--- config.mk ---
export PLATFORM = sky130hd
export DESIGN_NAME = xoodoo_squeeze_ctrl
export DESIGN_NICKNAME = d
export VERILOG_FILES = /design/src/rtl/xoodoo_squeeze_ctrl.sv
export SDC_FILE = /design/constraint.sdc
export NUM_CORES = 1
export LEC_CHECK = 0
export ABC_AREA = 1
export BUFFER_PORTS_ARGS = -buffer_cell sky130_fd_sc_hd__buf_2
export CORE_MARGIN = 5
export CORE_UTILIZATION = 47
export CTS_BUF_LIST = sky130_fd_sc_hd__clkbuf_4 sky130_fd_sc_hd__clkbuf_8
export DETAILED_ROUTE_END_ITERATION = 8
export MAX_ROUTING_LAYER = met4
export PLACE_DENSITY_LB_ADDON = 0.3
export SLEW_MARGIN = 30
export SYNTH_ARGS = -nofsm -noshare
export SYNTH_HDL_FRONTEND = slang
export SYNTH_SLANG_ARGS = --single-unit
--- constraint.sdc ---
create_clock -name clk -period 2.05 [get_ports clk]
set_clock_uncertainty 0.15 [all_clocks]
set_input_delay 0.205 -clock clk [delete_from_list [all_inputs] [get_ports clk]]
set_output_delay 0.205 -clock clk [all_outputs]
set_load 0.05 [all_outputs]
--- src/rtl/xoodoo_squeeze_ctrl.sv ---
`default_nettype none
// +--------------------------------------------------------------------------+
// | xoodoo_squeeze_ctrl: streams the two-share Xoodoo state out word by word, |
// | trimming the final word; optional remasking under macro REMASK_EN.        |
// | Revision: 1.0                                                             |
// +--------------------------------------------------------------------------+
module xoodoo_squeeze_ctrl (
  input  logic        clk,
  input  logic        rst,
  input  logic        start_i,
  input  logic [5:0]  len_i,
  output logic        busy_o,
  output logic        done_o,
  output logic [3:0]  word_index_o,
  input  logic [63:0] word_sh_i,
  input  logic [31:0] rnd_i,
  output logic [63:0] dout_o,
  output logic        dout_valid_o,
  input  logic        dout_ready_i,
  output logic        dout_last_o,
  output logic [2:0]  dout_bytes_o
);

  localparam logic [1:0] IDLE   = 2'd0;
  localparam logic [1:0] STREAM = 2'd1;
  localparam logic [1:0] FLUSH  = 2'd2;

  logic [1:0]  state;
  logic [5:0]  len;
  logic [3:0]  words;
  logic [3:0]  rd_cnt;
  logic [5:0]  len_clamp;
  logic [6:0]  len_plus3;
  logic        load;
  logic        hshake;
  logic        final_word;
  logic [2:0]  nbytes;
  logic [31:0] byte_mask;
  logic [31:0] sh0;
  logic [31:0] sh1;

`ifdef REMASK_EN
  // Same mask on both shares keeps share0 ^ share1 unchanged.
  assign sh0 = word_sh_i[63:32] ^ rnd_i;
  assign sh1 = word_sh_i[31:0]  ^ rnd_i;
`else
  logic unused_rnd;
  assign unused_rnd = ^rnd_i;
  assign sh0 = word_sh_i[63:32];
  assign sh1 = word_sh_i[31:0];
`endif

  always_comb begin
    len_clamp  = (len_i > 6'd48) ? 6'd48 : len_i;
    len_plus3  = {1'b0, len_clamp} + 7'd3;
    load       = (state == STREAM) && (!dout_valid_o || dout_ready_i) && (rd_cnt < words);
    hshake     = dout_valid_o && dout_ready_i;
    final_word = (rd_cnt == words - 4'd1);
    nbytes     = (final_word && (len[1:0] != 2'b00)) ? {1'b0, len[1:0]} : 3'd4;
    byte_mask  = '0;
    for (int k = 0; k < 4; k++) begin
      byte_mask[8*k +: 8] = (3'(k) < nbytes) ? 8'hFF : 8'h00;
    end
  end

  // Index parks at 0 once the requested words are read so it never reads 12.
  assign word_index_o = ((state == STREAM) && (rd_cnt < words)) ? rd_cnt : 4'd0;

  always_ff @(posedge clk) begin
    if (rst) begin
      state        <= IDLE;
      len          <= '0;
      words        <= '0;
      rd_cnt       <= '0;
      busy_o       <= 1'b0;
      done_o       <= 1'b0;
      dout_o       <= '0;
      dout_valid_o <= 1'b0;
      dout_last_o  <= 1'b0;
      dout_bytes_o <= '0;
    end else begin
      case (state)
        IDLE: begin
          if (start_i) begin
            len    <= len_clamp;
            words  <= len_plus3[5:2];
            rd_cnt <= '0;
            busy_o <= 1'b1;
            state  <= (len_clamp == 6'd0) ? FLUSH : STREAM;
          end
        end
        STREAM: begin
          if (load) begin
            rd_cnt       <= rd_cnt + 4'd1;
            dout_valid_o <= 1'b1;
            dout_last_o  <= final_word;
            dout_bytes_o <= nbytes;
            dout_o       <= {sh0 & byte_mask, sh1 & byte_mask};
          end else if (hshake) begin
            dout_valid_o <= 1'b0;
            dout_last_o  <= 1'b0;
          end
          if (hshake && dout_last_o) begin
            state  <= FLUSH;
            done_o <= 1'b1;
            busy_o <= 1'b0;
          end
        end
        FLUSH: begin
          // Zero-length squeezes arrive here with done_o low and spend one extra cycle.
          if (done_o) begin
            done_o <= 1'b0;
            state  <= IDLE;
          end else begin
            done_o <= 1'b1;
            busy_o <= 1'b0;
          end
        end
        default: state <= IDLE;
      endcase
    end
  end

endmodule
`default_nettype wire

# Word-level counts from Yosys, hierarchy flattened
# Cells that the tools add are included.
[totals]
regBits = 83
input_bits = 106
output_inout_bits = 75
elab_cells = 76
[op_classes]
add_sub_neg = 3
n_lt_le_gt_ge = 6
n_eq_ne = 8
mux = 25
n_bitwise = 2
reduce_logical = 22
[op_table]
columns = ["op", "n"]
rows = [
  ["AND 32 bit", 2],
  ["two-way mux 8 bit", 4],
  ["two-way mux 4 bit", 3],
  ["two-way mux 1 bit", 8],
  ["two-way mux 2 bit", 4],
  ["inequality test 2 bit (second input constant)", 4],
  ["one-hot mux 4 bit (2 select lines)", 1],
  ["AND reduction 2 bit", 4],
  ["nonzero test 2 bit", 4],
  ["adder 6 x 2 -> 6 bit (second input constant)", 1],
  ["> comparator 6 bit (second input constant)", 1],
  ["logical AND 1 bit", 6],
  ["logical NOT 6 bit", 1],
  ["less-than comparator 1 x 3 -> 1 bit (first input constant)", 2],
  ["less-than comparator 2 x 3 -> 1 bit (first input constant)", 2],
  ["two-way mux 6 bit", 1],
  ["one-hot mux 2 bit (3 select lines)", 1],
  ["AND reduction 3 bit", 2],
  ["adder 4 x 1 -> 4 bit (second input constant)", 1],
  ["equality test 4 bit", 1],
  ["less-than comparator 4 bit", 1],
  ["AND reduction 4 bit", 1],
  ["subtractor 4 x 1 -> 4 bit (second input constant)", 1],
  ["two-way mux 3 bit", 1],
  ["other kinds (9)", 9],
]

# Depth between registers and ports, before layout
[logic_depth]
word_depth = 7
ltp_mapped = 11
ltp_nobuf = 10

# Worst setup path after synthesis
# No wires, ideal clock.
[synth_timing]
path_kind = "reg2out"
start = "register words[3]"
end = "output port word_index_o[0]"
arrival_ps = 1805
required_time_ps = 1695
path_slack_ps = -110
path_stages_with_launch = 6
n_path_buf = 0
cell_sequence = "dfxtp_1 inv_1 ha_1 a21oi_1 nand3_1 nor2_1"
[synth_via]
elab_chain_cells = 3
[synth_lines]
columns = ["element", "line", "rtl"]
rows = [
  ["start: declaration", "30", "logic [3:0] words;"],
  ["start signal: assignment", "86", "words <= len_plus3[5:2];"],
  ["less-than comparator 4 bit", "67", "assign word_index_o = ((state == STREAM) && (rd_cnt < words)) ? rd_cnt : 4'd0;"],
  ["logical AND 1 bit", "67", ""],
  ["two-way mux 4 bit", "67", ""],
  ["end: declaration", "14", "output logic [3:0] word_index_o,"],
]
# Every way passes these cells.

# Final worst setup path
[layout_timing]
start = "register words[2]"
end = "output port word_index_o[1]"
# The elaborated chain is that of the path after synthesis.

==> results.py <==
metrics = {
    "die": {
        "rows": 32,
        "die_h_um": 97.5,
        "die-area_sq_mm": 0.00950,
        "coreArea_sq_mm": 0.00761,
        "die_x_um": 97.5,
        "initial_core_util_pct": 47.3,
        "io_pins": 181,
    },
    "synthesis": {
        "ys_warn_count": 0,
        "syn_area_per_cell_sq_um": 7.70,
        "synth_ff_type": "dfxtp_1",
        "async_flop_share_pct": 0,
        "seq_area_frac_synth_pct": 46.2,
        "synth_edf_count": 0,
        "synth_cell_types": 31,
        "synth_cells": 467,
        "synth_area_sq_mm": 0.00360,
        "syn-num-nets": 583,
        "ys_ff_latch": 83,
    },
    "clocking": {
        "root_buffer": "clkbuf_8",
        "cts_buffers": 9,
        "clk_pin_slew_ns": 0.08,
        "tritoncts": "done",
        "clock_sink_count": 83,
        "clock_path_buffers": 2,
        "insertion_delay_ns": 0.35,
        "cts-htree-levels": 3,
    },
    "routing": {
        "met1_length_mm": 4.82,
        "ant_nets": 0,
        "dr_wl_met3_um": 688,
        "via_count": 4117,
        "drt-total-wl_mm": 12.4,
        "routed_via_density": 5.19,
        "drc": 0,
        "firstDrtPassIters": 5,
        "top_layer": "met4",
        "routed-wl-met2_mm": 6.54,
        "drtIter0Drc": 239,
        "wl_per_cell_um": 15.7,
    },
    "pwr": {
        "pwr-share-comb_pct": 46.4,
        "seqPwrFrac_pct": 32.2,
        "p_sw_uw": 3050,
        "leakagePower_uw": 0.00267,
        "power.density_mw_per_mm2": 1210,
        "clockPowerShare_pct": 21.4,
        "ir_worst_vdd_uv": 810,
        "swShare_pct": 45.0,
        "p_int_uw": 3740,
    },
    "global_route": {
        "antenna_found_initial": 0,
        "grt_max_degree": 61,
        "grt_pass1_vias": 4090,
        "overflow": 0,
        "grt_first_pass_wirelength_mm": 18.9,
        "track_usage_pct": 24.8,
    },
    "worst_setup_path": {
        "cpPeakStageDelay_ns": 0.35,
        "path_class": "flop to primary output",
        "critPathLaunchType": "flop",
        "worstPathRequired_ns": 1.69,
        "critical_path_arrival_ns": 1.70,
        "cp_common_cell": "nand2_1",
        "end_kind": "primary output",
        "cpMaxStageDelayCell": "dfxtp_2",
        "worstPathMaxFanout": 5,
        "cp_cell_sequence": "inv_2, ha_1, nand2_1, inv_1, nand2_1, nand3_4, nor2_4, buf_6",
        "cp_num_buf_inv": 3,
        "r2r_slack_ns": 0.05,
        "cpLargestDelayFamily": "simple AND/OR/NAND/NOR gates",
    },
    "timing": {
        "final-hold-violation-count": 0,
        "holdWs_ns": 0.0104,
        "slew_headroom_pct": 64.5,
        "worstMarginPinSlew_ns": 0.532,
        "worst_slack_ns": -0.00177,
        "period_minus_slack_ns": 2.05,
        "rsz0062_at_grt": "true",
        "final_max_slew_viol_count": 0,
        "fmax_mhz": 487,
        "setup_viol": 2,
        "finalCritPeriodShare_pct": 100,
    },
    "placed_design": {
        "portBuffers": 148,
        "placed_cells": 705,
        "gp_congestion": 0.833,
        "dp.final_hpwl_mm": 6.94,
        "placed_area_sq_mm": 0.00447,
        "place_ws_ns": 0.105,
    },
    "job": {
        "maxCapViolations": 0,
    },
    "cells_and_area": {
        "layout_commonest_cell": "buf_2",
        "utilization_pct": 74.1,
        "layout.area.seq_sq_mm": 0.00167,
        "final_area_sq_mm": 0.00563,
        "n_antenna_cell": 0,
        "final_cells": 793,
        "area_growth_pct": 56.6,
        "layout-drive-gt1-share_pct": 34.6,
        "multi_input_area_sq_mm": 0.00176,
        "finalNetCount": 802,
        "layout_common_cells": "144 x buf_2, 114 x nand2_1, 78 x dfxtp_1, 72 x a21oi_1, 66 x dlygate4sd3_1",
        "fill_cells": 559,
    },
    "outcome": {
        "violations": "setup timing",
        "status": "finished with violations",
    },
    "worst_hold_path": {
        "min_path_type": "input port to flop",
    },
}
[area by class of cell]
type | instances | share of cell area [%]
clock buffers | 10 | 2.44
clock inverters | 6 | 2.00
inverters | 32 | 2.22
multi-input cells | 325 | 31.2
flip-flops and latches | 83 | 29.6
well taps | 102 | 2.27
repair buffers | 235 | 30.2
[sequential cells by signal, indices dropped and copies added, names as in the netlist]
register and count:
dout_o 64, len 2, rd_cnt 4, words 4, busy_o 1, dout_bytes_o 3, dout_last_o 1, dout_valid_o 1
state 2, done_o 1
[worst paths after layout]
kind | from | end | cells after the start
min reg2reg | dout_o[58]$_SDFFE_PP0P_ | dout_o[58]$_SDFFE_PP0P_ | 2
max | words[2]$_SDFFE_PP0P_ | word_index_o[1] | 8
min | len_i[4] | words[3]$_SDFFE_PP0P_ | 3
max reg2reg | words[1]$_SDFFE_PP0P_ | dout_o[17]$_SDFFE_PP0P_ | 11
[power by group through the flow]
| stage | registers [uW] | clock network [uW] | logic (uW) |
|---|---|---|---|
| floorplan | 3320 | 0 | 1020 |
| global placement | 2180 | 0 | 2740 |
| detailed placement | 2190 | 0 | 2790 |
| CTS | 2160 | 1470 | 2920 |
| global route | 2230 | 1540 | 3340 |
| finish | 2190 | 1450 | 3150 |
[kinds of logic (layout without fill, tap and decap cells)]
logic type               Yosys count  in the layout  share of synthesized area [%]
adder cells (fa/ha/maj)           10             10                           3.48
XOR/XNOR                           3              3                          0.731
buffers and inverters             59            283                           7.79
flip-flops                        83             83                           46.2
AO/OA/AOI/OAI                    132            132                           19.7
AND/OR/NAND/NOR                  180            180                           22.2
[stage by stage]
stage          setup TNS, ns  total power, uW
6_report            -0.00243             6790
5_1_grt               -0.432             7120
4_1_cts                    0             6550
3_5_place_dp               0             4980
3_3_place_gp               0             4920
2_1_floorplan         -0.442             4340
[timing repair]
| action | in CTS | in global routing |
|---|---|---|
| setup buffers | 2 | 1 |
| resized for setup | 13 | 47 |
| endpoints found under the setup margin | 4 | 75 |
| pin swaps | 3 | 8 |
| gates cloned | 0 | 3 |
| hold buffers | 66 | 0 |
| hold endpoints to repair | 66 | 0 |
[synth_stat cells, types with 2 or more instances]
library cell / n / area [sq um]
buf_4: 6 / 45.0
xor2_1: 3 / 26.3
dfxtp_1: 83 / 1660
nand4_2: 2 / 25.0
nand4_1: 3 / 18.8
inv_2: 3 / 11.3
nand2_1: 114 / 428
ha_1: 10 / 125
nor2_2: 2 / 12.5
buf_2: 6 / 30.0
or2_2: 3 / 18.8
a21oi_1: 75 / 375
clkbuf_1: 10 / 37.5
a21oi_2: 10 / 87.6
buf_6: 2 / 22.5
nand2_2: 10 / 62.6
inv_1: 28 / 105
nand3_1: 28 / 140
nor2_1: 14 / 52.6
o21ai_0: 44 / 220
[worst register-to-register path: stages (launching register included)]
cell	delay (ns)
dfxtp_2	0.36
inv_4	0.05
ha_4	0.25
inv_2	0.03
o21bai_1	0.14
nand2_1	0.12
buf_4	0.16
nand3_4	0.09
inv_4	0.09
buf_12	0.17
o21ai_0	0.22
a21oi_1	0.06
[per-layer routing]
layer	up-vias	GRT usage, %
met1	1932	27.4
met5	-	-
li1	1976	-
met2	173	43.1
met3	36	4.59
met4	0	11.7
No activity file was read; power rests on OpenSTA's default activity.
